## src/rtl/tlb_op_ctrl.sv

```systemverilog
// tlb_op_ctrl: sequencer for TLBSRCH/TLBRD/TLBWR/TLBFILL/INVTLB.
// Drives TLB write/read/invtlb ports from CSRs and shares search port 1 with
// load/store translation. Ports: i_op_* request, o_srch_*/o_rd_*/o_inv_err
// results with o_op_done, i_mem_*/o_mem_stall lookup sharing, o_tlb_*/i_tlb_*
// to/from the tlb instance.
module tlb_op_ctrl #(
    parameter  int TLBNUM = 16,
    localparam int IDX_W  = $clog2(TLBNUM)
) (
    input  logic             i_clk,
    input  logic             i_reset,
    input  logic             i_op_valid,
    input  logic [2:0]       i_op_code,
    output logic             o_op_ready,
    input  logic [4:0]       i_inv_op,
    input  logic [9:0]       i_inv_asid,
    input  logic [18:0]      i_inv_vppn,
    input  logic [31:0]      i_csr_tlbidx,
    input  logic [31:0]      i_csr_tlbehi,
    input  logic [31:0]      i_csr_tlbelo0,
    input  logic [31:0]      i_csr_tlbelo1,
    input  logic [31:0]      i_csr_asid,
    output logic             o_op_done,
    output logic             o_srch_found,
    output logic [IDX_W-1:0] o_srch_index,
    output logic [31:0]      o_rd_tlbidx,
    output logic [31:0]      o_rd_tlbehi,
    output logic [31:0]      o_rd_tlbelo0,
    output logic [31:0]      o_rd_tlbelo1,
    output logic [31:0]      o_rd_asid,
    output logic             o_inv_err,
    input  logic [18:0]      i_mem_vppn,
    input  logic             i_mem_va_bit12,
    input  logic [9:0]       i_mem_asid,
    output logic             o_mem_stall,
    output logic [18:0]      o_tlb_s1_vppn,
    output logic             o_tlb_s1_va_bit12,
    output logic [9:0]       o_tlb_s1_asid,
    input  logic             i_tlb_s1_found,
    input  logic [IDX_W-1:0] i_tlb_s1_index,
    output logic             o_tlb_we,
    output logic [IDX_W-1:0] o_tlb_w_index,
    output logic             o_tlb_w_e,
    output logic [5:0]       o_tlb_w_ps,
    output logic [18:0]      o_tlb_w_vppn,
    output logic [9:0]       o_tlb_w_asid,
    output logic             o_tlb_w_g,
    output logic [19:0]      o_tlb_w_ppn0,
    output logic [1:0]       o_tlb_w_mat0,
    output logic [1:0]       o_tlb_w_plv0,
    output logic             o_tlb_w_d0,
    output logic             o_tlb_w_v0,
    output logic [19:0]      o_tlb_w_ppn1,
    output logic [1:0]       o_tlb_w_mat1,
    output logic [1:0]       o_tlb_w_plv1,
    output logic             o_tlb_w_d1,
    output logic             o_tlb_w_v1,
    output logic [IDX_W-1:0] o_tlb_r_index,
    input  logic             i_tlb_r_e,
    input  logic [5:0]       i_tlb_r_ps,
    input  logic [18:0]      i_tlb_r_vppn,
    input  logic [9:0]       i_tlb_r_asid,
    input  logic             i_tlb_r_g,
    input  logic [19:0]      i_tlb_r_ppn0,
    input  logic [1:0]       i_tlb_r_mat0,
    input  logic [1:0]       i_tlb_r_plv0,
    input  logic             i_tlb_r_d0,
    input  logic             i_tlb_r_v0,
    input  logic [19:0]      i_tlb_r_ppn1,
    input  logic [1:0]       i_tlb_r_mat1,
    input  logic [1:0]       i_tlb_r_plv1,
    input  logic             i_tlb_r_d1,
    input  logic             i_tlb_r_v1,
    output logic             o_tlb_invtlb_valid,
    output logic [4:0]       o_tlb_invtlb_op
);

    typedef enum logic [2:0] {
        S_IDLE,
        S_SRCH,
        S_RD,
        S_WRITE,
        S_INV,
        S_DONE
    } state_t;

    localparam logic [2:0] OP_SRCH = 3'd0;
    localparam logic [2:0] OP_RD   = 3'd1;
    localparam logic [2:0] OP_WR   = 3'd2;
    localparam logic [2:0] OP_FILL = 3'd3;
    localparam logic [2:0] OP_INV  = 3'd4;

    state_t           r_state;
    state_t           w_next;
    logic [2:0]       r_op_code;
    logic [4:0]       r_inv_op;
    logic [9:0]       r_inv_asid;
    logic [18:0]      r_inv_vppn;
    logic [IDX_W-1:0] r_fill_cnt;
    logic [IDX_W-1:0] r_fill_idx;
    logic             r_srch_found;
    logic [IDX_W-1:0] r_srch_index;
    logic [31:0]      r_rd_tlbidx;
    logic [31:0]      r_rd_tlbehi;
    logic [31:0]      r_rd_tlbelo0;
    logic [31:0]      r_rd_tlbelo1;
    logic [31:0]      r_rd_asid;
    logic             r_inv_err;

    logic             w_accept;
    logic [IDX_W-1:0] w_csr_idx;
    logic             w_inv_ok;

    assign w_accept  = i_op_valid && (r_state == S_IDLE);
    assign w_csr_idx = i_csr_tlbidx[IDX_W-1:0];
    assign w_inv_ok  = (r_inv_op <= 5'd6);

    always_ff @(posedge i_clk or posedge i_reset) begin
        if (i_reset) begin
            r_state <= S_IDLE;
        end else begin
            r_state <= w_next;
        end
    end

    always_comb begin
        w_next = r_state;
        unique case (r_state)
            S_IDLE: begin
                if (i_op_valid) begin
                    unique case (i_op_code)
                        OP_SRCH: w_next = S_SRCH;
                        OP_RD:   w_next = S_RD;
                        OP_WR:   w_next = S_WRITE;
                        OP_FILL: w_next = S_WRITE;
                        OP_INV:  w_next = S_INV;
                        default: w_next = S_DONE;
                    endcase
                end
            end
            S_SRCH:  w_next = S_DONE;
            S_RD:    w_next = S_DONE;
            S_WRITE: w_next = S_DONE;
            S_INV:   w_next = S_DONE;
            S_DONE:  w_next = S_IDLE;
            default: w_next = S_IDLE;
        endcase
    end

    // Free-running fill pointer; the accept-cycle value picks the FILL slot.
    always_ff @(posedge i_clk or posedge i_reset) begin
        if (i_reset) begin
            r_fill_cnt <= '0;
        end else if (r_fill_cnt == IDX_W'(TLBNUM - 1)) begin
            r_fill_cnt <= '0;
        end else begin
            r_fill_cnt <= r_fill_cnt + 1'b1;
        end
    end

    always_ff @(posedge i_clk or posedge i_reset) begin
        if (i_reset) begin
            r_op_code  <= '0;
            r_inv_op   <= '0;
            r_inv_asid <= '0;
            r_inv_vppn <= '0;
            r_fill_idx <= '0;
        end else if (w_accept) begin
            r_op_code  <= i_op_code;
            r_inv_op   <= i_inv_op;
            r_inv_asid <= i_inv_asid;
            r_inv_vppn <= i_inv_vppn;
            r_fill_idx <= r_fill_cnt;
        end
    end

    always_ff @(posedge i_clk or posedge i_reset) begin
        if (i_reset) begin
            r_srch_found <= 1'b0;
            r_srch_index <= '0;
            r_rd_tlbidx  <= '0;
            r_rd_tlbehi  <= '0;
            r_rd_tlbelo0 <= '0;
            r_rd_tlbelo1 <= '0;
            r_rd_asid    <= '0;
            r_inv_err    <= 1'b0;
        end else begin
            if (r_state == S_SRCH) begin
                r_srch_found <= i_tlb_s1_found;
                r_srch_index <= i_tlb_s1_index;
            end
            if (r_state == S_RD) begin
                if (i_tlb_r_e) begin
                    r_rd_tlbidx  <= {2'b00, i_tlb_r_ps,
                                     {(24 - IDX_W){1'b0}}, w_csr_idx};
                    r_rd_tlbehi  <= {i_tlb_r_vppn, 13'b0};
                    r_rd_tlbelo0 <= {4'b0, i_tlb_r_ppn0, 1'b0, i_tlb_r_g,
                                     i_tlb_r_mat0, i_tlb_r_plv0,
                                     i_tlb_r_d0, i_tlb_r_v0};
                    r_rd_tlbelo1 <= {4'b0, i_tlb_r_ppn1, 1'b0, i_tlb_r_g,
                                     i_tlb_r_mat1, i_tlb_r_plv1,
                                     i_tlb_r_d1, i_tlb_r_v1};
                    r_rd_asid    <= {22'b0, i_tlb_r_asid};
                end else begin
                    // Empty entry: NE set, only the index is reported.
                    r_rd_tlbidx  <= {1'b1, {(31 - IDX_W){1'b0}}, w_csr_idx};
                    r_rd_tlbehi  <= '0;
                    r_rd_tlbelo0 <= '0;
                    r_rd_tlbelo1 <= '0;
                    r_rd_asid    <= '0;
                end
            end
            if (r_state == S_INV) begin
                r_inv_err <= ~w_inv_ok;
            end
        end
    end

    // Search port 1 belongs to the controller only in SRCH and INV.
    always_comb begin
        o_tlb_s1_vppn     = i_mem_vppn;
        o_tlb_s1_va_bit12 = i_mem_va_bit12;
        o_tlb_s1_asid     = i_mem_asid;
        if (r_state == S_SRCH) begin
            o_tlb_s1_vppn     = i_csr_tlbehi[31:13];
            o_tlb_s1_va_bit12 = 1'b0;
            o_tlb_s1_asid     = i_csr_asid[9:0];
        end else if (r_state == S_INV) begin
            o_tlb_s1_vppn     = r_inv_vppn;
            o_tlb_s1_va_bit12 = 1'b0;
            o_tlb_s1_asid     = r_inv_asid;
        end
    end

    assign o_mem_stall = (r_state == S_SRCH) || (r_state == S_INV);
    assign o_op_ready  = (r_state == S_IDLE);
    assign o_op_done   = (r_state == S_DONE);

    assign o_tlb_we      = (r_state == S_WRITE);
    assign o_tlb_w_index = (r_op_code == OP_FILL) ? r_fill_idx : w_csr_idx;
    assign o_tlb_w_e     = ~i_csr_tlbidx[31];
    assign o_tlb_w_ps    = i_csr_tlbidx[29:24];
    assign o_tlb_w_vppn  = i_csr_tlbehi[31:13];
    assign o_tlb_w_asid  = i_csr_asid[9:0];
    assign o_tlb_w_g     = i_csr_tlbelo0[6] & i_csr_tlbelo1[6];
    assign o_tlb_w_ppn0  = i_csr_tlbelo0[27:8];
    assign o_tlb_w_mat0  = i_csr_tlbelo0[5:4];
    assign o_tlb_w_plv0  = i_csr_tlbelo0[3:2];
    assign o_tlb_w_d0    = i_csr_tlbelo0[1];
    assign o_tlb_w_v0    = i_csr_tlbelo0[0];
    assign o_tlb_w_ppn1  = i_csr_tlbelo1[27:8];
    assign o_tlb_w_mat1  = i_csr_tlbelo1[5:4];
    assign o_tlb_w_plv1  = i_csr_tlbelo1[3:2];
    assign o_tlb_w_d1    = i_csr_tlbelo1[1];
    assign o_tlb_w_v1    = i_csr_tlbelo1[0];

    assign o_tlb_r_index = w_csr_idx;

    assign o_tlb_invtlb_valid = (r_state == S_INV) && w_inv_ok;
    assign o_tlb_invtlb_op    = r_inv_op;

    assign o_srch_found = r_srch_found;
    assign o_srch_index = r_srch_index;
    assign o_rd_tlbidx  = r_rd_tlbidx;
    assign o_rd_tlbehi  = r_rd_tlbehi;
    assign o_rd_tlbelo0 = r_rd_tlbelo0;
    assign o_rd_tlbelo1 = r_rd_tlbelo1;
    assign o_rd_asid    = r_rd_asid;
    assign o_inv_err    = r_inv_err;

    // CSR bits that carry no TLB state.
    logic w_unused;
    assign w_unused = &{1'b0, i_csr_tlbidx[30], i_csr_tlbidx[23:IDX_W],
                        i_csr_tlbehi[12:0], i_csr_tlbelo0[31:28],
                        i_csr_tlbelo0[7], i_csr_tlbelo1[31:28],
                        i_csr_tlbelo1[7], i_csr_asid[31:10]};

endmodule

```

## config.mk

```make
export PLATFORM = sky130hd
export DESIGN_NAME = tlb_op_ctrl
export DESIGN_NICKNAME = d
export VERILOG_FILES = /design/src/rtl/tlb_op_ctrl.sv
export SDC_FILE = /design/constraint.sdc
export NUM_CORES = 1
export LEC_CHECK = 0
export BUFFER_PORTS_ARGS = -buffer_cell sky130_fd_sc_hd__buf_2
export CAP_MARGIN = 5
export CORE_AREA = 5 5 239 241
export DETAILED_ROUTE_END_ITERATION = 6
export DIE_AREA = 0 0 244 246
export PLACE_DENSITY = 0.46
export SLEW_MARGIN = 5
export SYNTH_ARGS = -nofsm -noshare
export SYNTH_HDL_FRONTEND = slang
export SYNTH_SLANG_ARGS = --single-unit
```

## constraint.sdc

```tcl
create_clock -name i_clk -period 6.18 [get_ports i_clk]
set_input_delay 0.618 -clock i_clk [delete_from_list [all_inputs] [get_ports i_clk]]
set_output_delay 0.618 -clock i_clk [all_outputs]
set_load 0.005 [all_outputs]
```

Yosys cells after proc, flatten, opt, wreduce, memory -nomap -nowiden
Index checks and enable logic that the tools add are counted.
{ "word_totals": {"regBits": 214, "latch_bits": 0, "ram_bits": 0, "rom_bits": 0, "inputBits": 324, "output_inout_bits": 303, "mem_count": 0} }
{ "classes": {"n_addsub": 1, "mul": 0, "div": 0, "n_lt_le_gt_ge": 1, "n_eq_ne": 12, "shift": 0, "mux": 16, "n_bitwise": 3, "reduce_logical": 7} }
{ "ops": {"columns": ["cell", "n"], "rows": [
  ["$mux 32", 2],
  ["$mux 28", 2],
  ["$mux 19", 2],
  ["$mux 10", 3],
  ["$eq 3x2->1 const B", 5],
  ["$pmux 3 s4", 1],
  ["$eq 3x3->1 const B", 3],
  ["$mux 4", 2],
  ["$eq 3x1->1 const B", 2],
  ["$logic_not 3->1", 2],
  ["$pmux 3 s2", 1],
  ["$le 5x3->1 const B", 1],
  ["$add 4x1->4 const B", 1],
  ["$eq 4x4->1 const B", 1],
  ["$reduce_or 4->1", 1],
  ["$mux 3", 1],
  ["$logic_and 1x1->1", 2],
  ["$mux 1", 2],
  ["$ne 2x2->1 const B", 1],
  ["$not 1->1", 2],
  ["$reduce_or 2->1", 1],
  ["$and 1x1->1", 1],
  ["$logic_or 1x1->1", 1]
]} }

Depth between registers and ports, before layout
Gate-level depths: netlist of the first run.
{ "logic_depth": {"word_depth": 5, "mapped_depth": 6, "mapped_depth_nobuf": 4} }

Least setup slack after synthesis of the first run
No wires, ideal clock.
{ "synth_path": {"path_type": "reg-to-output", "from": "reg r_state[1]", "to": "out o_tlb_s1_asid[0]", "t_arrival_ps": 1303, "path_slack_ps": 4259, "stages_incl_launch_ff": 5, "n_path_buf": 1, "cell_sequence": "dfrtp_1 nor3b_2 nor2_1 clkbuf_1 a21o_1"} }
{ "synth_via": {"elab_chain_cells": 3, "elab_cells_between_ends": 4, "classes_between": "2 x eq/ne; 2 x mux"} }
{ "synth_rtl": {"columns": ["element", "line_no", "text"], "rows": [
  ["from (decl)", "93", "state_t r_state;"],
  ["from (signal assigned)", "122", "r_state <= w_next;"],
  ["$eq 3x3->1", "228", "end else if (r_state == S_INV) begin"],
  ["$mux 10", "228", null],
  ["$mux 10 (*)", "224", "if (r_state == S_SRCH) begin"],
  ["to (decl)", "38", "output logic [9:0] o_tlb_s1_asid,"]
]} }
Mark *: on every way between the ends. The rest lies on a longest branch, timed or not.

Worst setup path in the final report of the first run
{ "layout_path": {"from": "reg r_state[0]", "to": "out o_tlb_s1_vppn[10]"} }
{ "layout_via": {"elab_chain_cells": 3, "elab_cells_between_ends": 4, "classes_between": "2 x eq/ne; 2 x mux"} }
{ "layout_rtl": {"columns": ["element", "line_no", "text"], "rows": [
  ["$eq 3x3->1", "228", null],
  ["$mux 19", "228", null],
  ["$mux 19 (*)", "224", null],
  ["to (decl)", "36", "output logic [18:0] o_tlb_s1_vppn,"]
]} }
Marked as above.

==> flow_summary.ini, run 1 <==
[pwr]
switching_share_pct = 34.2
clockPowerShare_pct = 26.0
pwr-share-comb_pct = 36.9
p_seq_share_pct = 37.1
power_density_nw_per_um2 = 462
p_leak_nw = 5.02
switchingPower_mw = 1.56
power_mw = 4.55
ir_drop_uv = 200
internal-power_mw = 2.99

[cts]
post_cts_buffers = 0
cts_num_sinks = 147
clockBufferDepth = 2
cts-root-buf = clkbuf_16
numCtsBuffers = 17
ctsResizeCount = 0
hold_buffers = 0
clk_latency_ns = 0.46
clkTransAtPathRegs_ns = 0.07
htree_levels = 4
cts_tree = built

[status]
status = finished clean

[placed_design]
dpl.hpwl_um = 19600
port_buffers = 378
gp_congestion = 0.773

[run]
cap_violations = 0

[yosys]
netlist-cell-type-count = 30
yosysSeqAreaShare_pct = 48.9
synth-edff-count = 0
synthArstFlopShare_pct = 100
avgSynthCellArea_um2 = 9.87
synth_flop_cell = dfrtp_1
ys_ff_latch = 147
syn_area_um2 = 7520
postSynthCellCount = 762
yosysWarnings = 0

[setup_path]
start_kind = register
worstPathMaxFanout = 35
end_kind = output port
worstReg2RegStart = r_state[1]$_DFFE_PP0P_
startpoint = r_state[0]$_DFFE_PP0P_
worstPathArrival_ns = 2.32
crit_type = reg -> out
cp.required_ns = 5.56

[grt]
track_usage_pct = 8.40
grt_antenna_before_repair = 6
grt-ovfl-total = 0
grt_pass1_vias = 5993
grt_max_degree = 95
grt_pass1_wl_um = 37500

[timing]
setup_viol = 0
relSlewSlack_pct = 29.8
fmax_mhz = 340
maxSlewViolCount = 0
setup-tns-final_ns = 0
fin_crit_sh_pct = 47.6
rsz0062_at_grt = false
hold_ws_ns = 0.346
fin_worst_skew_ns = 0.00824
fin_crit_ns = 2.94
tightest_slew_ns = 1.05
hold_viol_final = 0

[final_layout]
fillCellCount = 6151
nets = 1353
area_delta_synth_final_pct = 30.9
final_layout_size_suffix_gt1_share_pct = 44.8

[min_path]
min_path_type = in -> async

[floorplan]
dieArea_um2 = 60000
die_x_um = 244
row_count = 86
ios = 627
start_util_pct = 13.8
core_region_area_um2 = 54700
dieHeight_um = 246

[drt]
met2WireLength_um = 12000
drc = 0
wl_met1_um = 9840
topRoutingLayerUsed = met5
first_iter_violations = 152
wl_met3_um = 3170
wl_per_cell_um = 14.8
postRouteAntennaNets = 0
vias_per_cell = 3.44
vias = 6018
first_pass_iters = 5
drt_wl_total_um = 25900
-- per-stage QoR --
stage,std cells,util (%),cell area (um2),setup slack [ns]
after floorplan,827,-,7760,1.61
after global placement,1713,16.8,9190,3.76
after detailed placement,1713,16.8,9190,3.67
after CTS,1745,18.0,9840,3.15
after global routing,1745,18.0,9840,3.09
final,1747,18.0,9840,3.24
-- power by group through the flow --
stage	Clock, mW	Combinational (mW)	Sequential (mW)
6_report	1.18	1.68	1.69
3_5_place_dp	0	1.73	1.70
5_1_grt	1.29	1.89	1.76
3_3_place_gp	0	1.71	1.69
2_1_floorplan	0	0.932	1.70
4_1_cts	1.26	1.73	1.69
-- state kept, by name (all words and copies together), names as in the netlist, 5 cells and up --
name,count
o_rd_tlbelo1,27
o_rd_tlbelo0,26
o_rd_tlbehi,19
r_inv_vppn,19
o_rd_tlbidx,11
o_rd_asid,10
r_inv_asid,10
o_tlb_invtlb_op,5
-- path summary, 6_finish.rpt --
path / end / slack, ns / cells past startpoint
min in group i_clk: o_tlb_invtlb_op[0]$_DFFE_PP0P_ / 0.37 / 2
hold reg to reg: o_rd_asid[0]$_DFFE_PP0N_ / 0.48 / 2
setup / recovery: o_tlb_s1_vppn[10] / 3.24 / 6
setup reg to reg: r_inv_asid[9]$_DFFE_PP0P_ / 3.74 / 3
max in group asynchronous: o_rd_tlbelo0[26]$_DFFE_PP0N_ / 4.54 / 3
hold / removal: o_rd_asid[1]$_DFFE_PP0N_ / 0.35 / 2
-- layout by cell type (no fill, tap or decap), drive strengths merged --
cell and n:
buf 384, xnor2 1, and2 3, inv 10, nor3 2, o32a 1
nand3 2, clkinv 2, a22o 29, nor3b 3, nand3b 1, ha 1
clkbuf 19, clkinvlp 1, diode 2, xor2 1, o21a 1, mux2 54
or3b 1, o21ai 92, a21o 29, conb 66, nor2 2, bufinv 4
and3b 2, dfrtp 147, nand2 179, a31oi 1, a21oi 3
-- layout make-up --
class	instances	area, um2	area share, %
tap	704	881	8.95
inverter	4	20.0	0.203
antenna	2	5.00	0.0508
clock buffer	19	453	4.60
sequential	147	3680	37.4
timing repair buffer	384	1940	19.7
multi-input combinational	474	2670	27.1
clock inverter	13	195	1.98
-- layer usage --
layer | vias to the layer above | track usage, %
met5 | - | 0
met4 | 8 | 4.50
met1 | 2767 | 8.84
met2 | 350 | 13.5
li1 | 2839 | -
met3 | 54 | 4.68
-- worst max-delay path: stages (launching register included) --
cell and delay [ns]:
dfrtp_1 0.49, nor3b_4 0.22, buf_4 0.41, nor2_2 0.07, buf_4 0.25, a21o_1 0.24, buf_2 0.13
-- cell usage after synthesis, types with 2 or more instances --
library cell | number | area [um2]
and2_1 | 3 | 18.8
mux2_2 | 41 | 462
a21o_1 | 29 | 218
buf_2 | 13 | 65.1
and3b_1 | 2 | 17.5
nor3b_2 | 3 | 37.5
nor2_1 | 2 | 7.51
a22o_1 | 29 | 254
o21ai_1 | 79 | 395
inv_1 | 4 | 15.0
o21ai_0 | 13 | 65.1
buf_6 | 6 | 67.6
dfrtp_1 | 147 | 3680
mux2_1 | 11 | 124
clkbuf_1 | 24 | 90.1
nand2_1 | 179 | 672
mux2_4 | 2 | 30.0
a21oi_1 | 3 | 15.0
nor3_1 | 2 | 10.0
nand3_1 | 2 | 10.0
buf_4 | 159 | 1190
-- cells by family (layout without fill, tap and decap cells) --
group,after synthesis,count (layout),synth area share (%)
multiplexers,54,54,8.19
adder cells (fa/ha/maj),1,1,0.166
other,1,68,0.0499
AO/OA/AOI/OAI,156,156,12.9
flip-flops,147,147,48.9
XOR/XNOR,2,2,0.233
buffers and inverters,206,420,19.0
AND/OR/NAND/NOR,195,195,10.5
Note: power is estimated with default switching activity, not from simulation.
==> run 2, diff against run 1 <==
Settings changed: PLACE_DENSITY 0.46 to 0.47.
Clock period 6.18 ns to 2.7 ns, I/O delays scaled along.
==> flow_summary.ini, run 2 (synthesis gave the netlist of run 1 again) <==
[timing]
fin_crit_sh_pct = 88.9
fmax_mhz = 416
fin_worst_skew_ns = 0.00807
hold_viol_final = 0
hold_ws_ns = 0.0669
relSlewSlack_pct = 52.2
setup_viol = 0
setup-tns-final_ns = 0
rsz0062_at_grt = false
setup_ws_ns = 0.299
tightest_slew_ns = 0.715
fin_crit_ns = 2.40
maxSlewViolCount = 0

[setup_path]
slowest_stage = dfrtp_1
worstRegToRegCells = 4
crit_type = reg -> out
cp_cell_sequence = nor3b_4, buf_4, a22o_1, a21o_1, buf_2
start_kind = register
worstPathMaxFanout = 34
max_stage_delay_ns = 0.48
rrSetupSlack_ns = 0.61
end_kind = output port
r2r_end = r_inv_asid[1]$_DFFE_PP0P_
cp.required_ns = 2.43
worstReg2RegStart = r_state[1]$_DFFE_PP0P_
worstPathArrival_ns = 2.13

[final_layout]
utilization_pct = 20.5
fillCellCount = 5992
final_common_cell = buf_2
layout_common_cells = buf_2, nand2_1, dfrtp_1
largest_reg_flops = 27
instances_no_fill = 1876
final_layout_size_suffix_gt1_share_pct = 40.8
nets = 1485
area_delta_synth_final_pct = 49.0

[grt]
track_usage_pct = 8.84
grt_antenna_before_repair = 1
grt_max_degree = 58
grt_pass1_wl_um = 40100
grt_pass1_vias = 6922
grt-ovfl-total = 0

[min_path]
min_path_type = in -> reg
hold-path-endpoint = o_rd_tlbelo0[12]$_DFFE_PP0N_
hp-start = i_tlb_r_ppn0[4]
holdPathStages = 3

[cts]
cts_num_sinks = 147
cts-root-buf = clkbuf_16
cts_tree = built
post_cts_buffers = 0
clockBufferDepth = 2
clk_latency_ns = 0.47
numCtsBuffers = 17
ctsResizeCount = 0
clkTransAtPathRegs_ns = 0.06
htree_levels = 4
hold_buffers = 118

[floorplan]
dieHeight_um = 246
core_region_area_um2 = 54700
dieArea_um2 = 60000
start_util_pct = 13.8
row_count = 86
die_x_um = 244
ios = 627

[drt]
drt_wl_total_um = 27200
drc = 0
wl_per_cell_um = 14.5
vias_per_cell = 3.43
first_iter_violations = 107
first_pass_iters = 6
vias = 6432
postRouteAntennaNets = 0

[pwr]
power_density_nw_per_um2 = 953
ir_drop_uv = 477
p_leak_nw = 5.61

[placed_design]
gp_congestion = 0.751
dpl.hpwl_um = 21100
port_buffers = 378
dp.cells = 1727
dp_slack_ns = 0.609

[run]
cap_violations = 0

[status]
status = finished clean
run 2: layer usage:
layer  vias up  GRT usage, %  share of wire (%)
met3        45          4.70                 10
met1      2978          9.17                 39
li1       3094             -                  -
met5         -             0                  0
met4         0          3.55                2.5
met2       315          15.1                 48
run 2: metrics by stage:
stage	power, mW	instance area, um2
floorplan	6.03	7770
global placement	7.84	9360
detailed placement	7.92	9360
CTS	10.9	11200
global route	11.5	11200
finish	10.7	11200
run 2: worst max-delay path, delay by kind of cell, from the launching register on:
kind	cells	cell delay [ns]
AOI/OAI and AO/OA	2	0.41
buffers and inverters	2	0.50
DFF	1	0.48
and+or+nand+nor	1	0.25
run 2: layout make-up:
type	count	area, um2	share of cell area (%)
well taps	704	881	7.86
multi-input cells	474	2670	23.9
flip-flops and latches	147	3680	32.8
inverters	4	18.8	0.167
clock inverters	12	228	2.03
diodes	1	2.50	0.0223
clock buffers	18	439	3.92
repair buffers	516	3290	29.3
run 2: worst max path at each step:
stage | from | cells after the start | endpoint
after detailed placement | r_state[1]$_DFFE_PP0P_ | 4 | r_inv_asid[4]$_DFFE_PP0P_
after global placement | r_state[1]$_DFFE_PP0P_ | 4 | r_inv_asid[4]$_DFFE_PP0P_
final | r_state[1]$_DFFE_PP0P_ | 5 | o_tlb_s1_vppn[13]
after global routing | r_state[0]$_DFFE_PP0P_ | 5 | o_tlb_s1_vppn[13]
after CTS | r_state[1]$_DFFE_PP0P_ | 5 | o_tlb_s1_vppn[13]
after floorplan | i_reset | 1 | o_inv_err$_DFFE_PP0P_
run 2: where the power goes:
| part | switching [mW] | total [mW] | internal (mW) | leakage, nW |
|---|---|---|---|---|
| registers | 0.599 | 3.87 | 3.28 | 1.62 |
| clock network | 1.00 | 2.75 | 1.75 | 0.323 |
| logic | 1.95 | 4.05 | 2.11 | 3.66 |
